$ cat config.mk
export PLATFORM = sky130hd
export DESIGN_NAME = uart_boot_loader
export DESIGN_NICKNAME = d
export VERILOG_FILES = /design/src/rtl/loader_pkg.sv /design/src/rtl/loader_byte_asm.sv /design/src/rtl/uart_boot_loader.sv
export SDC_FILE = /design/constraint.sdc
export NUM_CORES = 1
export LEC_CHECK = 0
export BUFFER_PORTS_ARGS = -buffer_cell sky130_fd_sc_hd__buf_2
export CORE_AREA = 5 5 139 108
export DETAILED_ROUTE_END_ITERATION = 8
export DIE_AREA = 0 0 144 113
export PLACE_DENSITY = 0.79
export SLEW_MARGIN = 20
export SYNTH_ARGS = -nofsm -noshare
export SYNTH_HDL_FRONTEND = slang
export SYNTH_HIERARCHICAL = 1
export SYNTH_SLANG_ARGS = --single-unit
$ cat constraint.sdc
create_clock -name clk -period 3.9 [get_ports clk]
set_clock_uncertainty 0.2 [all_clocks]
set_input_delay 0.195 -clock clk [delete_from_list [all_inputs] [get_ports clk]]
set_output_delay 0.195 -clock clk [all_outputs]
set_load 0.005 [all_outputs]
$ cat src/rtl/loader_pkg.sv
// Shared definitions for the UART boot loader.
// Contents: loader FSM state encoding, default frame sync byte, byte counts of
// the ADDR / LEN / DATA fields, and the memory write request record.
package loader_pkg;

    typedef enum logic [2:0] {
        IDLE,
        ADDR,
        LEN,
        DATA,
        WRITE,
        CSUM,
        DONE,
        ERR
    } state_t;

    localparam logic [7:0] SYNC_BYTE_DEF = 8'hA5;

    localparam logic [2:0] ADDR_BYTES = 3'd4;
    localparam logic [2:0] LEN_BYTES  = 3'd2;
    localparam logic [2:0] WORD_BYTES = 3'd4;

    typedef struct packed {
        logic [31:0] addr;
        logic [31:0] data;
    } wr_req_t;

endpackage

$ cat src/rtl/loader_byte_asm.sv
// Little-endian byte-to-word assembler shared by the ADDR, LEN and DATA fields.
// The first byte of a field lands in bits [7:0]. word_o is the field value
// including the byte currently presented, so the parent can act on the final
// byte in the same cycle it arrives. The counter and word self-clear after the
// last byte of a field.
// Ports:
//   clk, rst    clock, synchronous active-low reset
//   clr_i       restart field assembly (frame resync)
//   en_i        byte_i is valid and belongs to the current field
//   byte_i      incoming byte
//   nbytes_i    field length in bytes (1..4)
//   word_o      assembled value including byte_i
//   last_o      byte_i completes the field this cycle
module loader_byte_asm
    import loader_pkg::*;
(
    input  logic        clk,
    input  logic        rst,
    input  logic        clr_i,
    input  logic        en_i,
    input  logic [7:0]  byte_i,
    input  logic [2:0]  nbytes_i,
    output logic [31:0] word_o,
    output logic        last_o
);

    logic [31:0] word_q;
    logic [1:0]  cnt_q;

    always_comb begin
        word_o = word_q;
        word_o[{cnt_q, 3'b000} +: 8] = byte_i;
        last_o = en_i && ({1'b0, cnt_q} == (nbytes_i - 3'd1));
    end

    always_ff @(posedge clk) begin
        if (!rst || clr_i) begin
            word_q <= '0;
            cnt_q  <= '0;
        end else if (en_i) begin
            if (last_o) begin
                word_q <= '0;
                cnt_q  <= '0;
            end else begin
                word_q <= word_o;
                cnt_q  <= cnt_q + 2'd1;
            end
        end
    end

endmodule

$ cat src/rtl/uart_boot_loader.sv
// UART boot loader: parses SYNC | ADDR(4) | LEN(2) | DATA(4*N) | CSUM(1) from
// the UART receive byte stream, writes each 32-bit word to the memory bus and
// keeps the CPU in reset until a complete image with a good checksum is in.
// Optional feature macro: LOADER_TIMEOUT_EN (inter-byte timeout -> ERR).
// Ports:
//   clk, rst            clock, synchronous active-low reset
//   rx_valid, rx_data   one-cycle received-byte strobe and byte
//   mem_we              write request, held until mem_ack
//   mem_addr, mem_wdata word address / data of the pending write
//   mem_ack             memory accepted the write this cycle
//   cpu_hold            1 keeps the CPU in reset
//   done                sticky: image loaded, checksum good
//   err                 sticky until next SYNC: frame error
module uart_boot_loader
    import loader_pkg::*;
#(
    parameter logic [7:0]  SYNC_BYTE      = SYNC_BYTE_DEF,
    parameter logic [31:0] TIMEOUT_CYCLES = 32'd1000000
) (
    input  logic        clk,
    input  logic        rst,
    input  logic        rx_valid,
    input  logic [7:0]  rx_data,
    output logic        mem_we,
    output logic [31:0] mem_addr,
    output logic [31:0] mem_wdata,
    input  logic        mem_ack,
    output logic        cpu_hold,
    output logic        done,
    output logic        err
);

    state_t      st_q;
    state_t      take;      // state that owns an incoming byte this cycle
    logic [31:0] addr_q;
    logic [15:0] rem_q;
    logic [7:0]  acc_q;
    wr_req_t     req_q;
    logic        mem_we_q;
    logic        done_q;
    logic        err_q;
    logic        hold_q;

    logic        asm_en;
    logic        asm_clr;
    logic [2:0]  asm_nb;
    logic [31:0] asm_word;
    logic        asm_last;

    // A byte landing in the same cycle as the write ack is not an overrun:
    // it belongs to whatever state follows the completed write.
    always_comb begin
        take = st_q;
        if (st_q == WRITE && mem_ack)
            take = (rem_q == 16'd1) ? CSUM : DATA;
        asm_en  = rx_valid && (take inside {ADDR, LEN, DATA});
        asm_clr = rx_valid && (take inside {IDLE, ERR}) && (rx_data == SYNC_BYTE);
        asm_nb  = (take == ADDR) ? ADDR_BYTES :
                  (take == LEN)  ? LEN_BYTES  : WORD_BYTES;
    end

    loader_byte_asm u_asm (
        .clk      (clk),
        .rst      (rst),
        .clr_i    (asm_clr),
        .en_i     (asm_en),
        .byte_i   (rx_data),
        .nbytes_i (asm_nb),
        .word_o   (asm_word),
        .last_o   (asm_last)
    );

`ifdef LOADER_TIMEOUT_EN
    logic [31:0] tmo_q;
`else
    logic tmo_unused;
    assign tmo_unused = ^TIMEOUT_CYCLES;
`endif

    always_ff @(posedge clk) begin
        if (!rst) begin
            st_q     <= IDLE;
            addr_q   <= '0;
            rem_q    <= '0;
            acc_q    <= '0;
            req_q    <= '0;
            mem_we_q <= 1'b0;
            done_q   <= 1'b0;
            err_q    <= 1'b0;
            hold_q   <= 1'b1;
`ifdef LOADER_TIMEOUT_EN
            tmo_q    <= '0;
`endif
        end else begin
            if (st_q == WRITE && mem_ack) begin
                mem_we_q <= 1'b0;
                addr_q   <= addr_q + 32'd4;
                rem_q    <= rem_q - 16'd1;
                st_q     <= take;
            end

            if (asm_en)
                acc_q <= acc_q + rx_data;

            if (rx_valid) begin
                case (take)
                    IDLE, ERR: begin
                        if (rx_data == SYNC_BYTE) begin
                            st_q  <= ADDR;
                            acc_q <= '0;
                            err_q <= 1'b0;
                        end
                    end
                    ADDR: begin
                        if (asm_last) begin
                            addr_q <= asm_word;
                            if (asm_word[1:0] != 2'b00) begin
                                st_q  <= ERR;
                                err_q <= 1'b1;
                            end else begin
                                st_q <= LEN;
                            end
                        end
                    end
                    LEN: begin
                        if (asm_last) begin
                            rem_q <= asm_word[15:0];
                            st_q  <= (asm_word[15:0] == 16'd0) ? CSUM : DATA;
                        end
                    end
                    DATA: begin
                        if (asm_last) begin
                            req_q    <= '{addr: addr_q, data: asm_word};
                            mem_we_q <= 1'b1;
                            st_q     <= WRITE;
                        end
                    end
                    WRITE: begin
                        // Byte overran an unacked write: abandon it.
                        st_q     <= ERR;
                        err_q    <= 1'b1;
                        mem_we_q <= 1'b0;
                    end
                    CSUM: begin
                        if (8'(acc_q + rx_data) == 8'h00) begin
                            st_q   <= DONE;
                            done_q <= 1'b1;
                            hold_q <= 1'b0;
                        end else begin
                            st_q  <= ERR;
                            err_q <= 1'b1;
                        end
                    end
                    default: ;
                endcase
            end

`ifdef LOADER_TIMEOUT_EN
            // WRITE holds the count; bus stalls are not a line timeout.
            if (rx_valid || (st_q inside {IDLE, DONE, ERR})) begin
                tmo_q <= '0;
            end else if (st_q != WRITE) begin
                tmo_q <= tmo_q + 32'd1;
                if (tmo_q + 32'd1 == TIMEOUT_CYCLES) begin
                    st_q     <= ERR;
                    err_q    <= 1'b1;
                    mem_we_q <= 1'b0;
                end
            end
`endif
        end
    end

    assign mem_we    = mem_we_q;
    assign mem_addr  = req_q.addr;
    assign mem_wdata = req_q.data;
    assign cpu_hold  = hold_q;
    assign done      = done_q;
    assign err       = err_q;

endmodule
==> summary.md, run 1 <==
| Metric | Value |
|---|---|
| CP Max Fanout | 7 |
| Max-slew violations | 0 |
| Arrival time worst endpoint | 3850 ps |
| Starting density of the core | 0.578 |
| Post-synth ARST share | 0 |
| Final period util | 0.945 |
| Slowest-stage cell, CP | dlygate4sd3_1 |
| Fin crit period | 3690 ps |
| Sw Share | 0.275 |
| Antenna Cells | 0 |
| CTS buffer count | 17 |
| Die height | between 100 and 150 um |
| Worst r2r path cells | 11 |
| Leakage | 0.00350 uW |
| GRT Overall Usage | 0.246 |
| HP Start | rx_data[2] |
| Seq cells post-synth | 161 |
| Die width | between 100 and 150 um |
| Status | finished clean |
| Clock root cell | clkbuf_16 |
| First-pass GRT wire length | 32200 um |
| R2R setup slack | 400 ps |
| Layout cell share with drive strength beyond 1 | 0.156 |
| Clock sink count | roughly 160 |
| Final nets | approximately 980 |
| CP Launch Type | input pin |
| Vias per cell | 5.79 |
| Worst hold endpoint | u_asm/word_q[18] |
| Worst flop-to-flop path endpoint | st_q[1] |
| Critical Path Max Stage Delay | just under 600 ps |
| Post-synth EDFFs | 0 |
| Net Switching | 1050 uW |
| Reg area | 3220 um2 |
| Post-DP HPWL | 13300 um |
| Initial antenna violation count | 0 |
| Worst Path Required | 4060 ps |
| First-pass DRT Iterations | 6 |
| Via count | approximately 6600 |
| Worst-case clock buffer depth | 2 |
| Worst r2r src | u_asm/cnt_q[0] |
| Post-synth cell types | 75 |
| # rows | 37 |
| Slew at the pin closest to its max-slew limit | 942 ps |
| Internal power | roughly 2800 uW |
| Die area | 16300 um2 |
| Global placer's final weighted congestion | 0.891 |
| Flop pwr share | 0.450 |
| Hold Path Cell Cnt | 3 |
| Post-CTS Setup Bufs | 0 |
| RSZ-0062 raised after global routing | false |
| Post-CTS Resized | 0 |
| Fin Setup TNS | 0 ps |
| Seq/Total Area, Yosys | 0.414 |
| Combinational share of power | 0.124 |
| Max_cap viols | 0 |
| Ys flop type | dfxtp_1 |
| Final wirelength | 19600 um |
| IR drop worst, VDD | 319 uV |
| Synthesis Warnings | 6 |
| CTS clk-pin slew, worst paths | roughly 60 ps |
| Core area | 13500 um2 |
| Commonest non-fill, non-tap cells in the layout | 161 x dfxtp_1, 131 x nor2_1, 79 x buf_2 |
| CTS Hold Buffers Added | 11 |
| Area Overhead vs Synth | 15.2% |
| Initial DRC count | 655 |
| Crit path capture type | register |
| Commonest non-fill, non-tap cell in the layout | dfxtp_1 |
| Type of the worst setup path | input pin to register |
| Pwr Density | 423 nW/um2 |
| Residual DRC count | 0 |
| Port Buffers | 79 |
| Clock latency on the worst-skew pair | 420 ps |
| Total power | ~3800 uW |
| Max H-tree Level | 4 |
| Routed Antenna Nets | 0 |
| Number of global-route vias before repair | 6279 |
| Worst path cell trace | dlygate4sd3_1 > buf_2 > ha_1 > fa_1 > xor2_1 > or3_1 > or4_4 > or3_1 > o31ai_1 > dlygate4sd3_1 |
| # fillers | 1078 |
| # IOs | 80 |
| FMAX | roughly 270 MHz |
| Clock power frac | 0.426 |
| Wire length per cell | 17.3 um |
| Gr ovfl total | 0 |
| Hold Crit Class | input pin to register |
| Final setup vio count | 0 |
| Fin. Hold Viols | 0 |
| Synth Instances | just under 900 |
| Slew margin rel. | 0.365 |
| Synthesized cell area | just under 8000 um2 |
| CTS tree | done |
| Syn avg cell area | 8.92 um2 |
| Multi-input gate area | around 4200 um2 |
| Pin count of the biggest net entering global routing | 65 |
## per-stage QoR
stage / hold WS (ps) / instance area, um2 / instances / utilization / worst slack, ps
floorplan: 144 / 7790 / 874 / - / 764
global placement: 235 / 8300 / 1091 / 0.616 / 578
detailed placement: 238 / 8300 / 1091 / 0.616 / 520
CTS: 8.14 / 8980 / 1134 / 0.666 / 291
global route: 27.2 / 8980 / 1134 / 0.666 / 78.5
finish: 29.3 / 8980 / 1134 / 0.666 / 213
## cell usage after synthesis (all sizes together), types with 3 or more instances
cell type | n | area (um2)
dfxtp | 161 | 3220
nor2 | 132 | 503
mux2i | 76 | 761
nand2 | 64 | 240
inv | 45 | 169
o21ai | 43 | 215
a211oi | 36 | 275
clkbuf | 31 | 118
xor2 | 29 | 262
nand3 | 28 | 145
o2bb2ai | 22 | 193
xnor2 | 22 | 193
buf | 20 | 156
a21oi | 19 | 106
ha | 16 | 200
a22o | 11 | 96.3
nor4 | 11 | 75.1
and3 | 9 | 61.3
nand4 | 9 | 56.3
nor3 | 9 | 45.0
nand2b | 8 | 50.1
nor2b | 6 | 37.5
o31ai | 6 | 91.3
and4 | 5 | 45.0
or3 | 5 | 31.3
a311oi | 3 | 26.3
and2 | 3 | 20.0
o21a | 3 | 22.5
or2 | 3 | 18.8
## worst max-delay path, delay by kind of cell
kind	cells	cell delay (ps)
simple gates	3	1220
fa+ha+maj	2	680
xor+xnor	1	190
compound gates	1	260
buf+inv	3	1320
## per-layer routing
| layer | GRT usage | vias up | part of all wire |
|---|---|---|---|
| met5 | 0 | - | 0 |
| met4 | 0.0715 | 0 | 0.017 |
| met3 | 0.0524 | 33 | 0.069 |
| met2 | 0.382 | 259 | 0.46 |
| met1 | 0.346 | 3076 | 0.45 |
| li1 | - | 3195 | - |
## area by class of cell
| class | count | share of cell area |
|---|---|---|
| clock buffer | 18 | 0.0489 |
| clock inverter | 14 | 0.0142 |
| inverter | 45 | 0.0190 |
| multi-input combinational | 617 | 0.462 |
| sequential | 161 | 0.359 |
| tap | 175 | 0.0244 |
| timing repair buffer | 104 | 0.0722 |
## worst max path at each step
stage,startpoint,to,depth (start not counted)
6_report,rx_data[0],done,10
5_1_grt,u_asm/cnt_q[0],st_q[1],11
4_1_cts,rx_data[0],done,10
3_5_place_dp,u_asm/cnt_q[0],st_q[1],11
3_3_place_gp,u_asm/cnt_q[0],st_q[1],11
2_1_floorplan,rem_q[12],addr_q[0],12
## power by group through the flow
| stage | sequential (uW) | combinational, uW | clock (uW) |
|---|---|---|---|
| finish | 1710 | 472 | 1620 |
| global route | 1710 | 522 | 1720 |
| CTS | 1710 | 464 | 1640 |
| detailed placement | 1740 | 454 | 0 |
| global placement | 1740 | 450 | 0 |
| floorplan | 1730 | 348 | 0 |
## logic make-up (layout without fill, tap and decap cells)
group,after synthesis,in the layout,share of synthesized area
and+or+nand+nor,305,305,0.187
AOI/OAI and AO/OA,164,164,0.155
DFF,161,161,0.414
buffers and inverters,96,181,0.0569
muxes,78,78,0.101
xor gates and xnor gates,51,51,0.0583
adders and majority gates,17,17,0.0283
other,1,2,0.000481
## sequential cells by signal (all words and copies together), names as in the netlist, 2 cells and up
| signal | count |
|---|---|
| u_asm/word_q | 32 |
| rem_q | 16 |
| u_asm/cnt_q | 2 |
| st_q | 3 |
| mem_wdata | 32 |
| addr_q | 32 |
| acc_q | 8 |
| mem_addr | 32 |
(Power assumes the default switching activity.)
==> inputs of run 2 (changes only) <==
- CORE_AREA: 5 5 139 108 -> 5 5 121 123
- DIE_AREA: 0 0 144 113 -> 0 0 126 128
- SETUP_SLACK_MARGIN: not set -> 0.2
==> summary.md, run 2 (synthesis gave the netlist of run 1 again) <==
| Metric | Value |
|---|---|
| Status | finished clean |
| CP most frequent cell | a21oi_1 |
| CTS buffer count | 17 |
| Type of the worst setup path | register to register |
| Layout cell share with drive strength beyond 1 | 0.168 |
| Clock root cell | clkbuf_16 |
| Fin crit period | roughly 3400 ps |
| Antenna Cells | 0 |
| CP Launch Type | register |
| Clock power frac | 0.421 |
| Initial DRC count | 538 |
| Clock sink count | 161 |
| Pre-CTS setup slack | 361 ps |
| IR drop worst, VDD | 331 uV |
| Max-slew violations | 0 |
| Most used routing layer | met2 |
| Slew margin rel. | 0.394 |
| # IOs | 80 |
| Met3 usage | 0.0542 |
| Via count | 6520 |
| CP Max Fanout | 11 |
| Starting density of the core | 0.575 |
| Sw Share | 0.272 |
| FMAX | 297 MHz |
| Crit path capture type | register |
| First-pass DRT Iterations | 5 |
| First-pass GRT wire length | 31500 um |
| Buf/Inv on CP | 1 |
| Flop pwr share | 0.450 |
| Fin. Hold Viols | 0 |
| Gr ovfl total | 0 |
| GRT Overall Usage | 0.241 |
| Pwr Density | ~420 nW/um2 |
| RSZ-0062 raised after global routing | false |
| Die area | 16100 um2 |
| Pin count of the biggest net entering global routing | 62 |
| Number of global-route vias before repair | roughly 6200 |
| Arrival time worst endpoint | 3540 ps |
| Die height | 128 um |
| Final nets | between 900 and 1000 |
| Critical Path Max Stage Delay | 470 ps |
| Die width | 126 um |
| Grt met1 use | 0.321 |
| Post-DP HPWL | roughly 13000 um |
| Max H-tree Level | 4 |
| CTS clk-pin slew, worst paths | 70 ps |
| Clock latency on the worst-skew pair | 420 ps |
| Leakage | 0.00354 uW |
| Hold Crit Class | input pin to register |
| Core area | 13600 um2 |
| Commonest non-fill, non-tap cells in the layout | 160 x dfxtp_1, 131 x nor2_1, 79 x buf_2 |
| # fillers | ~1100 |
| Slowest-stage cell, CP | dfxtp_2 |
| # rows | 43 |
| Internal power | 2770 uW |
| Commonest non-fill, non-tap cell in the layout | dfxtp_1 |
| Fin Setup TNS | 0 ps |
| Final WS setup | 528 ps |
| Routed Antenna Nets | 0 |
| Worst-case clock buffer depth | 2 |
| Slew at the pin closest to its max-slew limit | 899 ps |
| CP top delay family | compound AO/OA/AOI/OAI gates |
| Port Buffers | 79 |
| Residual DRC count | 0 |
| Global placer's final weighted congestion | 0.881 |
| Wire length per cell | 16.6 um |
| Final setup vio count | 0 |
| CTS tree | done |
| Area Overhead vs Synth | 16.1% |
| GR Layer Usage met2 | 0.386 |
| Final period util | 0.865 |
| Net Switching | between 1000 and 1500 uW |
| Worst path cell trace | inv_1 > ha_1 > nor3b_4 > nand3_1 > o21ai_0 > nor4_1 > a41oi_1 > a21oi_1 > or3_1 > a21oi_1 > o21a_1 |
| Finished Core Util | 0.667 |
| Max_cap viols | 0 |
| Final wirelength | around 19000 um |
| Combinational share of power | 0.129 |
| Initial antenna violation count | 0 |
| Vias per cell | 5.69 |
| Worst Path Required | 4070 ps |
==> run 2: power groups by stage <==
stage / sequential (uW) / clock (uW) / combinational [uW]
3_3_place_gp: 1740 / 0 / 466
5_1_grt: 1710 / 1700 / 535
4_1_cts: 1710 / 1620 / 481
2_1_floorplan: 1730 / 0 / 348
6_report: 1710 / 1600 / 490
3_5_place_dp: 1750 / 0 / 473
==> run 2: routing by layer <==
layer / vias to the layer above / routed length, um
met4: 0 / 407
li1: 3216 / -
met1: 3089 / 8640
met3: 33 / 1100
met5: - / 0
met2: 182 / 8930
==> run 2: final cells by class <==
class,instances,area [um2],share of cell area
Multi-Input combinational cell,617,4160,0.460
Tap cell,180,225,0.0249
Clock buffer,18,439,0.0486
Sequential cell,161,3220,0.357
Timing Repair Buffer,111,698,0.0772
Clock inverter,14,130,0.0144
Inverter,45,170,0.0188
==> run 2: worst paths after layout <==
| path | from | endpoint | slack, ps | cells after the start |
|---|---|---|---|---|
| hold / removal | rx_data[2] | u_asm/word_q[10] | 10 | 3 |
| hold reg to reg | err | err | 250 | 2 |
| setup / recovery | u_asm/cnt_q[0] | st_q[1] | 530 | 11 |
| setup reg to reg | u_asm/cnt_q[0] | st_q[1] | 530 | 11 |
==> run 2: worst min-delay path: stages <==
cell and delay, ps:
buf_2 170, nand2_1 150, o2bb2ai_1 70
==> run 2: repair_timing <==
item | in CTS | in global routing
buffers inserted | 0 | 0
resized for setup | 0 | 2
endpoints found under the setup margin | 0 | 1
hold endpoints to repair | 11 | 0
hold buffers | 7 | 0
==> run 2: per-stage QoR <==
step | cells | hold WS, ps | area, um2 | total power (uW)
floorplan | 874 | 144 | 7790 | 2080
global placement | 1106 | 240 | 8370 | 2210
detailed placement | 1106 | 246 | 8370 | 2220
CTS | 1145 | 0.654 | 9010 | 3810
global route | 1146 | 2.21 | 9040 | 3950
finish | 1146 | 12.8 | 9040 | 3800
